==> src/rtl/seq_mult_pkg.sv <==
// Shared types for the sequential radix-2 Booth multiplier: FSM states, Booth
// step operations and the iteration counter sizing helper.
package seq_mult_pkg;

    typedef enum logic [1:0] {
        IDLE = 2'd0,
        BUSY = 2'd1,
        DONE = 2'd2
    } state_t;

    typedef enum logic [1:0] {
        NOP = 2'd0,
        ADD = 2'd1,
        SUB = 2'd2
    } booth_op_t;

    // Wide enough to hold the value n itself, so the counter never wraps.
    function automatic int cnt_width(input int n);
        return $clog2(n + 1);
    endfunction

endpackage

==> src/rtl/seq_booth_mult_if.sv <==
// Operand/product handshake bundle for seq_booth_mult.
// A transfer happens on a rising edge where valid & ready are both 1; the
// sender holds its data stable until then, and ready never depends on valid.
interface seq_booth_mult_if #(
    parameter int WIDTH = 16
) ();

    logic               in_valid;
    logic               in_ready;
    logic [WIDTH-1:0]   multiplicand;
    logic [WIDTH-1:0]   multiplier;
    logic               signed_mode;
    logic               out_valid;
    logic               out_ready;
    logic [2*WIDTH-1:0] product;

    modport master (
        output in_valid, multiplicand, multiplier, signed_mode, out_ready,
        input  in_ready, out_valid, product
    );

    modport slave (
        input  in_valid, multiplicand, multiplier, signed_mode, out_ready,
        output in_ready, out_valid, product
    );

endinterface

==> src/rtl/seq_booth_mult_booth_step.sv <==
// One radix-2 Booth iteration: add/subtract M into A from {Q[0],Q-1}, then an
// arithmetic right shift of {A,Q,Q-1} by one bit. Purely combinational.
module booth_step
    import seq_mult_pkg::*;
#(
    parameter int N = 17
) (
    input  logic [N-1:0] a_i,
    input  logic [N-1:0] q_i,
    input  logic         qm1_i,
    input  logic [N-1:0] m_i,
    output logic [N-1:0] a_o,
    output logic [N-1:0] q_o,
    output logic         qm1_o
);

    booth_op_t    op;
    logic [N-1:0] sum;

    always_comb begin
        op = NOP;
        case ({q_i[0], qm1_i})
            2'b01:   op = ADD;
            2'b10:   op = SUB;
            default: op = NOP;
        endcase

        // N-bit arithmetic; carries out of the top bit are dropped on purpose.
        sum = a_i;
        case (op)
            ADD:     sum = a_i + m_i;
            SUB:     sum = a_i - m_i;
            default: sum = a_i;
        endcase

        a_o   = {sum[N-1], sum[N-1:1]};
        q_o   = {sum[0], q_i[N-1:1]};
        qm1_o = q_i[0];
    end

endmodule

==> src/rtl/seq_booth_mult.sv <==
// Sequential radix-2 Booth multiplier, one Booth step per cycle over WIDTH+1
// bits so signed and unsigned operands share the same datapath.
module seq_booth_mult
    import seq_mult_pkg::*;
#(
    parameter int WIDTH = 16
) (
    input  logic                 clk,
    input  logic                 rst,
    seq_booth_mult_if.slave      bus,
    output state_t               dbg_state
);

    localparam int N  = WIDTH + 1;
    localparam int CW = cnt_width(N);

    state_t             state_q, state_d;
    logic [N-1:0]       a_q, a_d;
    logic [N-1:0]       q_q, q_d;
    logic               qm1_q, qm1_d;
    logic [N-1:0]       m_q, m_d;
    logic [CW-1:0]      cnt_q, cnt_d;
    logic [2*WIDTH-1:0] product_q, product_d;

    logic [N-1:0]       a_nxt;
    logic [N-1:0]       q_nxt;
    logic               qm1_nxt;

    booth_step #(.N(N)) u_step (
        .a_i   (a_q),
        .q_i   (q_q),
        .qm1_i (qm1_q),
        .m_i   (m_q),
        .a_o   (a_nxt),
        .q_o   (q_nxt),
        .qm1_o (qm1_nxt)
    );

    always_ff @(posedge clk) begin
        if (rst) begin
            state_q   <= IDLE;
            a_q       <= '0;
            q_q       <= '0;
            qm1_q     <= 1'b0;
            m_q       <= '0;
            cnt_q     <= '0;
            product_q <= '0;
        end else begin
            state_q   <= state_d;
            a_q       <= a_d;
            q_q       <= q_d;
            qm1_q     <= qm1_d;
            m_q       <= m_d;
            cnt_q     <= cnt_d;
            product_q <= product_d;
        end
    end

    always_comb begin
        state_d   = state_q;
        a_d       = a_q;
        q_d       = q_q;
        qm1_d     = qm1_q;
        m_d       = m_q;
        cnt_d     = cnt_q;
        product_d = product_q;

        case (state_q)
            IDLE: begin
                if (bus.in_valid) begin
                    state_d = BUSY;
                    a_d     = '0;
                    qm1_d   = 1'b0;
                    cnt_d   = '0;
                    if (bus.signed_mode) begin
                        m_d = {bus.multiplicand[WIDTH-1], bus.multiplicand};
                        q_d = {bus.multiplier[WIDTH-1], bus.multiplier};
                    end else begin
                        m_d = {1'b0, bus.multiplicand};
                        q_d = {1'b0, bus.multiplier};
                    end
                end
            end
            BUSY: begin
                a_d   = a_nxt;
                q_d   = q_nxt;
                qm1_d = qm1_nxt;
                cnt_d = cnt_q + 1'b1;
                // Last step: the two extension bits at the top of A are dropped.
                if (cnt_q == CW'(N - 1)) begin
                    state_d   = DONE;
                    product_d = {a_nxt[N-3:0], q_nxt};
                end
            end
            DONE: begin
                if (bus.out_ready) begin
                    state_d = IDLE;
                end
            end
            default: state_d = IDLE;
        endcase
    end

    assign bus.in_ready  = (state_q == IDLE) && !rst;
    assign bus.out_valid = (state_q == DONE) && !rst;
    assign bus.product   = product_q;
    assign dbg_state     = state_q;

endmodule

==> src/flat_wrapper.sv <==
// flat-port wrapper written by rule: the top's interface ports become plain ports
module seq_booth_mult_flat import seq_mult_pkg::*;
#(
    parameter int WIDTH = 16
)
  (clk, rst, dbg_state, bus_in_valid, bus_multiplicand, bus_multiplier, bus_signed_mode, bus_out_ready, bus_in_ready, bus_out_valid, bus_product);
  seq_booth_mult_if #(.WIDTH(WIDTH)) bus_i ();
  input  logic clk;
  input  logic rst;
  output state_t dbg_state;
  input wire logic [$bits(bus_i.in_valid)-1:0] bus_in_valid;
  input wire logic [$bits(bus_i.multiplicand)-1:0] bus_multiplicand;
  input wire logic [$bits(bus_i.multiplier)-1:0] bus_multiplier;
  input wire logic [$bits(bus_i.signed_mode)-1:0] bus_signed_mode;
  input wire logic [$bits(bus_i.out_ready)-1:0] bus_out_ready;
  output wire logic [$bits(bus_i.in_ready)-1:0] bus_in_ready;
  output wire logic [$bits(bus_i.out_valid)-1:0] bus_out_valid;
  output wire logic [$bits(bus_i.product)-1:0] bus_product;
  assign bus_i.in_valid = bus_in_valid;
  assign bus_i.multiplicand = bus_multiplicand;
  assign bus_i.multiplier = bus_multiplier;
  assign bus_i.signed_mode = bus_signed_mode;
  assign bus_i.out_ready = bus_out_ready;
  assign bus_in_ready = bus_i.in_ready;
  assign bus_out_valid = bus_i.out_valid;
  assign bus_product = bus_i.product;
  seq_booth_mult #(.WIDTH(WIDTH)) u_core (.clk(clk), .rst(rst), .bus(bus_i), .dbg_state(dbg_state));
endmodule
==> config.mk <==
export PLATFORM = sky130hd
export DESIGN_NAME = seq_booth_mult_flat
export DESIGN_NICKNAME = d
export VERILOG_FILES = /design/src/rtl/seq_mult_pkg.sv /design/src/rtl/seq_booth_mult_if.sv /design/src/rtl/seq_booth_mult_booth_step.sv /design/src/rtl/seq_booth_mult.sv /design/src/flat_wrapper.sv
export SDC_FILE = /design/constraint.sdc
export NUM_CORES = 1
export LEC_CHECK = 0
export ABC_AREA = 1
export BUFFER_PORTS_ARGS = -buffer_cell sky130_fd_sc_hd__buf_2
export CAP_MARGIN = 10
export CORE_MARGIN = 5
export CORE_UTILIZATION = 62
export CTS_CLUSTER_SIZE = 40
export DETAILED_ROUTE_END_ITERATION = 8
export MAX_ROUTING_LAYER = met4
export PLACE_DENSITY = 0.93
export SYNTH_ARGS = -nofsm -noshare
export SYNTH_HDL_FRONTEND = slang
export SYNTH_SLANG_ARGS = --single-unit
==> constraint.sdc <==
create_clock -name clk -period 5.05 [get_ports clk]
set_input_delay 0.505 -clock clk [delete_from_list [all_inputs] [get_ports clk]]
set_output_delay 0.505 -clock clk [all_outputs]
set_load 0.01 [all_outputs]
# Word-level counts from Yosys, hierarchy flattened
# Index checks and enable logic that the tools add are counted.
# Widths: inputs -> output; s select.
[totals]
register_bits = 91
input_bits = 37
out_inout_bits = 36
[classes]
n_addsub = 3
n_eq_ne = 10
muxes = 16
reduce_logical = 9
[op_table]
columns = ["cell", "n"]
rows = [
  ["$pmux 17 s2", 3],
  ["$mux 17", 4],
  ["$add 17x17->17", 1],
  ["$sub 17x17->17", 1],
  ["$pmux 5 s2", 1],
  ["$eq 2x1->1 const B", 3],
  ["$eq 2x2->1 const B", 3],
  ["$mux 2", 3],
  ["$pmux 2 s3", 1],
  ["$reduce_and 2->1", 3],
  ["$add 5x1->5 const B", 1],
  ["$eq 5x5->1 const B", 1],
  ["$mux 5", 1],
  ["$ne 2x2->1 const B", 2],
  ["$pmux 2 s2", 1],
  ["$reduce_and 3->1", 1],
  ["$logic_and 1x1->1", 2],
  ["$logic_not 2->1", 1],
  ["$ne 2x1->1 const B", 1],
  ["$pmux 1 s2", 1],
  ["$reduce_bool 2->1", 1],
  ["$logic_not 1->1", 1],
  ["$mux 1", 1],
]

# Depth between registers and ports, before layout
[depth]
word_depth = 5
ltp_mapped = 22

# Hierarchy
# From an unflattened synthesis, not the netlist that was laid out.
[hier_totals]
hier_cells = 903
hier_area_um2 = 5672.9
[modules_own_cells]
columns = ["mod", "instances", "cells_each", "area_per_inst_um2", "seq_area_each_um2"]
rows = [
  ["seq_booth_mult", 1, 600, 3982.6, 1821.7],
  ["booth_step", 1, 303, 1690.4, 0.0],
]

# Least setup slack after synthesis
# No wires, ideal clock.
[synth_path]
path_kind = "reg-to-reg"
startpoint = "register u_core.q_q[0]"
endpoint = "register u_core.product_q[30] (netlist: u_core.bus.product[30])"
arrival_ns = 2.365
slack_ns = 2.576
stages_incl_launch_ff = 19
n_path_buf = 1
period_less_slack_ns = 2.474
path_cell_list = "dfxtp_1 -> ha_1 -> clkbuf_1 -> nor2_1 -> nor2_1 -> nand2_1 -> xor2_1 -> inv_1 -> ha_1 -> nand2_1 -> nor2_1 -> and2_1 -> nand2_1 -> nand3_1 -> nand3_1 -> nand2_1 -> nand2_1 -> nand2_1 -> inv_1"
[synth_between]
elab_chain_cells = 4
[synth_lines]
columns = ["item", "line", "source"]
rows = [
  ["start: declaration", "seq_booth_mult.sv:19", "logic [N-1:0] q_q, q_d;"],
  ["start signal: assignment", "seq_booth_mult.sv:51", "q_q <= q_d;"],
  ["$eq 2x2->1 or $eq 2x1->1 (tied branches)", "seq_booth_mult_booth_step.sv:22", "case ({q_i[0], qm1_i})"],
  ["$pmux 2 s2 *", "seq_booth_mult_booth_step.sv:22", ""],
  ["$eq 2x2->1 or $eq 2x1->1 (tied branches)", "seq_booth_mult_booth_step.sv:30", "case (op)"],
  ["$pmux 17 s2 *", "seq_booth_mult_booth_step.sv:30", ""],
  ["end signal: assignment", "seq_booth_mult.sv:55", "product_q <= product_d;"],
  ["end: declaration", "seq_booth_mult.sv:23", "logic [2*WIDTH-1:0] product_q, product_d;"],
]
# Every way passes the cells marked *; elsewhere a longest branch is shown, timed or not.
# A chain may end at the register's enable or synchronous reset.

# Worst setup path after layout
# Ends and elaborated chain as after synthesis.

==> flow_summary.toml <==
[outcome]
status = "completed"

[worst_setup_path]
path_class = "reg -> reg"
critPathMaxStageDelay_ps = 440
arrival_ps = 3460
r2r_cells = 19
r2r-start = "u_core.q_q[0]$_SDFFE_PP0P_"
crit_path_end_kind = "flop"
path_cells = "ha_1 > nor2_1 > nor2_2 > o21ai_0 > nor2_1 > nand2_1 > xor2_1 > inv_1 > ha_1 > nand2_1 > nor2_1 > and2_1 > nand2_1 > nand3_1 > nand3_1 > nand2_1 > nand2_1 > nand2_1 > inv_1"
start_kind = "flop"
critPathSlowestCell = "ha_1"
rrSetupSlack_ps = 1860
cp_common_cell = "nand2_1"
reg2reg_to = "u_core.bus.product[30]$_SDFFE_PP0P_"
critical_path_peak_fanout = 14
cp_data_required_time_ps = 5320

[power_and_ir_drop]
p_per_area_nw_per_um2 = 303
report.power.total_mw = 1.70
leakagePower_nw = 2.69
ir_worst_vdd_v = 0.000238

[place]
dp_hpwl_um = 9390
io_buffers = 72
place_congestion = 0.904

[synth]
ys_async_sr_fraction = 0
synth-seq-cells = 90
synth.most_common_cell = "nand2_1"
syn_area_per_cell_um2 = 6.68
synth_nets = 817
synth_top_area_share = 0.355
synth_top_family_by_area = "simple AND/OR/NAND/NOR gates"
synth_xor_area_frac = 0.0259
synth_edf_count = 0
synth_top_cell_by_area = "dfxtp_1"
synth_area_leaders = "dfxtp_1 36%, nand2_1 15%, inv_1 7.9%"
synth-simple-area-share = 0.269
synth_seq_area_share = 0.355
yosys_warnings = 0
synth_cell_type_count = 39
synth_ff_type = "dfxtp_1"
synth_fa_ha_area_frac = 0.0533
synth_compound_area_frac = 0.184
synthMuxAreaShare = 0
yosys-top-cells-count = "202 x nand2_1, 107 x inv_1, 90 x dfxtp_1"
syn-cell-area_um2 = 5070
synth_cells = 759

[worst_hold_path]
whs_endpoint = "u_core.m_q[10]$_SDFFE_PP0P_"
hold_depth = 3
min-delay-start = "bus_multiplicand[10]"
hp-class = "in -> reg"

[clock_tree]
postCtsSetupBuffers = 0
cts_tree = "built"
htreeDepth = 3
path_clk_slew_ps = 100
cts.sinks = 90
holdBufCountCts = 0
numCtsBuffers = 9
clk_latency_ps = 360
cts-root-buf = "clkbuf_8"
clk_path_buf_depth = 2
cts_resized = 0

[routing]
drc_errors = 0
vias = 4977
wl_met1_um = 5420
drt-total-wl_um = 12900
wire_per_inst_um = 14.0
highest_layer = "met4"
first_iter_violations = 274
drtPass1Iterations = 5
antenna_left = 0
met3RoutedLength_um = 604
routed_via_density = 5.41
met2_length_um = 6370

[global_route]
grt-ovfl-total = 0
grt_pass1_wl_um = 21900
grt_max_degree = 61
grt_usage = 0.275
grt_pass1_vias = 4838
grt_antenna_before_repair = 0

[finish]
insertedDiodeCount = 0
fin_nets = 868
drive_gt1_frac = 0.126
n_fill_cell = 721
syn2layout_area_growth_pct = 10.8

[floorplanning]
initial_core_util = 0.626
core_area_um2 = 8090
dieArea_um2 = 10100
rows = 33
design.portCount = 73
die_h_um = 100
die_w_um = 100

[timing]
drv_slew = 0
setup_violations = 0
fin_worst_skew_ps = 13.5
fin_crit_sh = 0.631
holdWs_ps = 399
grt_setup_unrepaired = "false"
max_slew.worst_pin.slew_ps = 1180
relSlewSlack = 0.210
finalCriticalPeriod_ps = 3190
timing.fmax_mhz = 314
hold_viol_final = 0
fin_setup_tns_ps = 0

[run]
cap_violations = 0
[where the power goes]
group	switching [mW]	internal, mW
sequential	0.0269	0.742
clock	0.282	0.236
combinational	0.273	0.145
total	0.581	1.12
[area by class of cell]
cell class,count,area [um^2],area share
multi-input combinational,525,2700,0.480
timing repair buffer,73,368,0.0655
tap,105,131,0.0234
clock inverter,6,73.8,0.0131
sequential,90,1800,0.321
inverter,111,417,0.0742
clock buffer,10,128,0.0227
[flip-flops by register name, indices dropped and copies added, names as in the netlist]
name and cells:
u_core.qm1_q 1, u_core.cnt_q 5, u_core.dbg_state 2, u_core.a_q 16, u_core.m_q 17, u_core.bus.product 32
u_core.q_q 17
[per-stage QoR]
stage / setup WS, ps / utilization / std cells / cell area (um^2)
final: 1860 / 0.694 / 920 / 5620
after global routing: 1480 / 0.694 / 920 / 5620
after CTS: 1910 / 0.694 / 920 / 5620
after detailed placement: 1930 / 0.669 / 904 / 5410
after global placement: 2110 / 0.669 / 904 / 5410
after floorplan: 2580 / - / 759 / 5070
[worst max-delay path, delay by kind of cell, from the launching register on]
family	cells	cell delay, ps
adder cells (fa/ha/maj)	2	780
AO/OA/AOI/OAI	1	150
buffers and inverters	2	100
flip-flops	1	380
XOR/XNOR	1	150
AND/OR/NAND/NOR	13	1540
[how the worst max path moves through the flow]
| stage | startpoint | endpoint | slack, ps | cells after the start |
|---|---|---|---|---|
| finish | u_core.q_q[0]$_SDFFE_PP0P_ | u_core.bus.product[30]$_SDFFE_PP0P_ | 1860 | 19 |
| global route | u_core.q_q[0]$_SDFFE_PP0P_ | u_core.bus.product[30]$_SDFFE_PP0P_ | 1480 | 19 |
| CTS | u_core.q_q[0]$_SDFFE_PP0P_ | u_core.bus.product[30]$_SDFFE_PP0P_ | 1910 | 19 |
| detailed placement | u_core.q_q[0]$_SDFFE_PP0P_ | u_core.bus.product[30]$_SDFFE_PP0P_ | 1930 | 19 |
| global placement | u_core.q_q[0]$_SDFFE_PP0P_ | u_core.bus.product[30]$_SDFFE_PP0P_ | 2110 | 19 |
| floorplan | u_core.q_q[0]$_SDFFE_PP0P_ | u_core.bus.product[30]$_SDFFE_PP0P_ | 2580 | 18 |
[layer usage]
layer  track usage  vias to the layer above
met5             -                        -
met4         0.113                        0
met3        0.0382                       40
met2         0.461                      150
met1         0.333                     2251
li1              -                     2536
[cell usage in the layout, fill, tap and decap left out, types with 2 or more instances in the layout]
| master | netlist | layout |
|---|---|---|
| xor2_1 | 11 | 11 |
| a21oi_1 | 70 | 70 |
| o21ai_1 | 3 | 3 |
| o21a_1 | 4 | 4 |
| or2_2 | 5 | 5 |
| inv_1 | 107 | 107 |
| or2_1 | 3 | 3 |
| o22ai_1 | 2 | 2 |
| inv_2 | 4 | 4 |
| xnor2_1 | 4 | 4 |
| o21ai_0 | 43 | 43 |
| o21bai_1 | 6 | 6 |
| dfxtp_1 | 90 | 90 |
| clkbuf_8 | 0 | 9 |
| nor2_1 | 59 | 59 |
| and2_1 | 3 | 3 |
| o31ai_1 | 2 | 2 |
| nor3_1 | 7 | 7 |
| clkinvlp_4 | 0 | 2 |
| nor2_4 | 2 | 2 |
| nand2_1 | 202 | 202 |
| buf_2 | 13 | 72 |
| nand4_1 | 6 | 6 |
| nand3_1 | 35 | 35 |
| a211oi_1 | 27 | 27 |
| ha_1 | 20 | 20 |
[cell families (layout without fill, tap and decap cells)]
group | count (synthesis) | after routing
simple gates | 327 | 327
compound gates | 162 | 162
buf+inv | 144 | 200
flops | 90 | 90
fa+ha+maj | 21 | 21
xor+xnor | 15 | 15
Power figures use the tool's default switching activity.
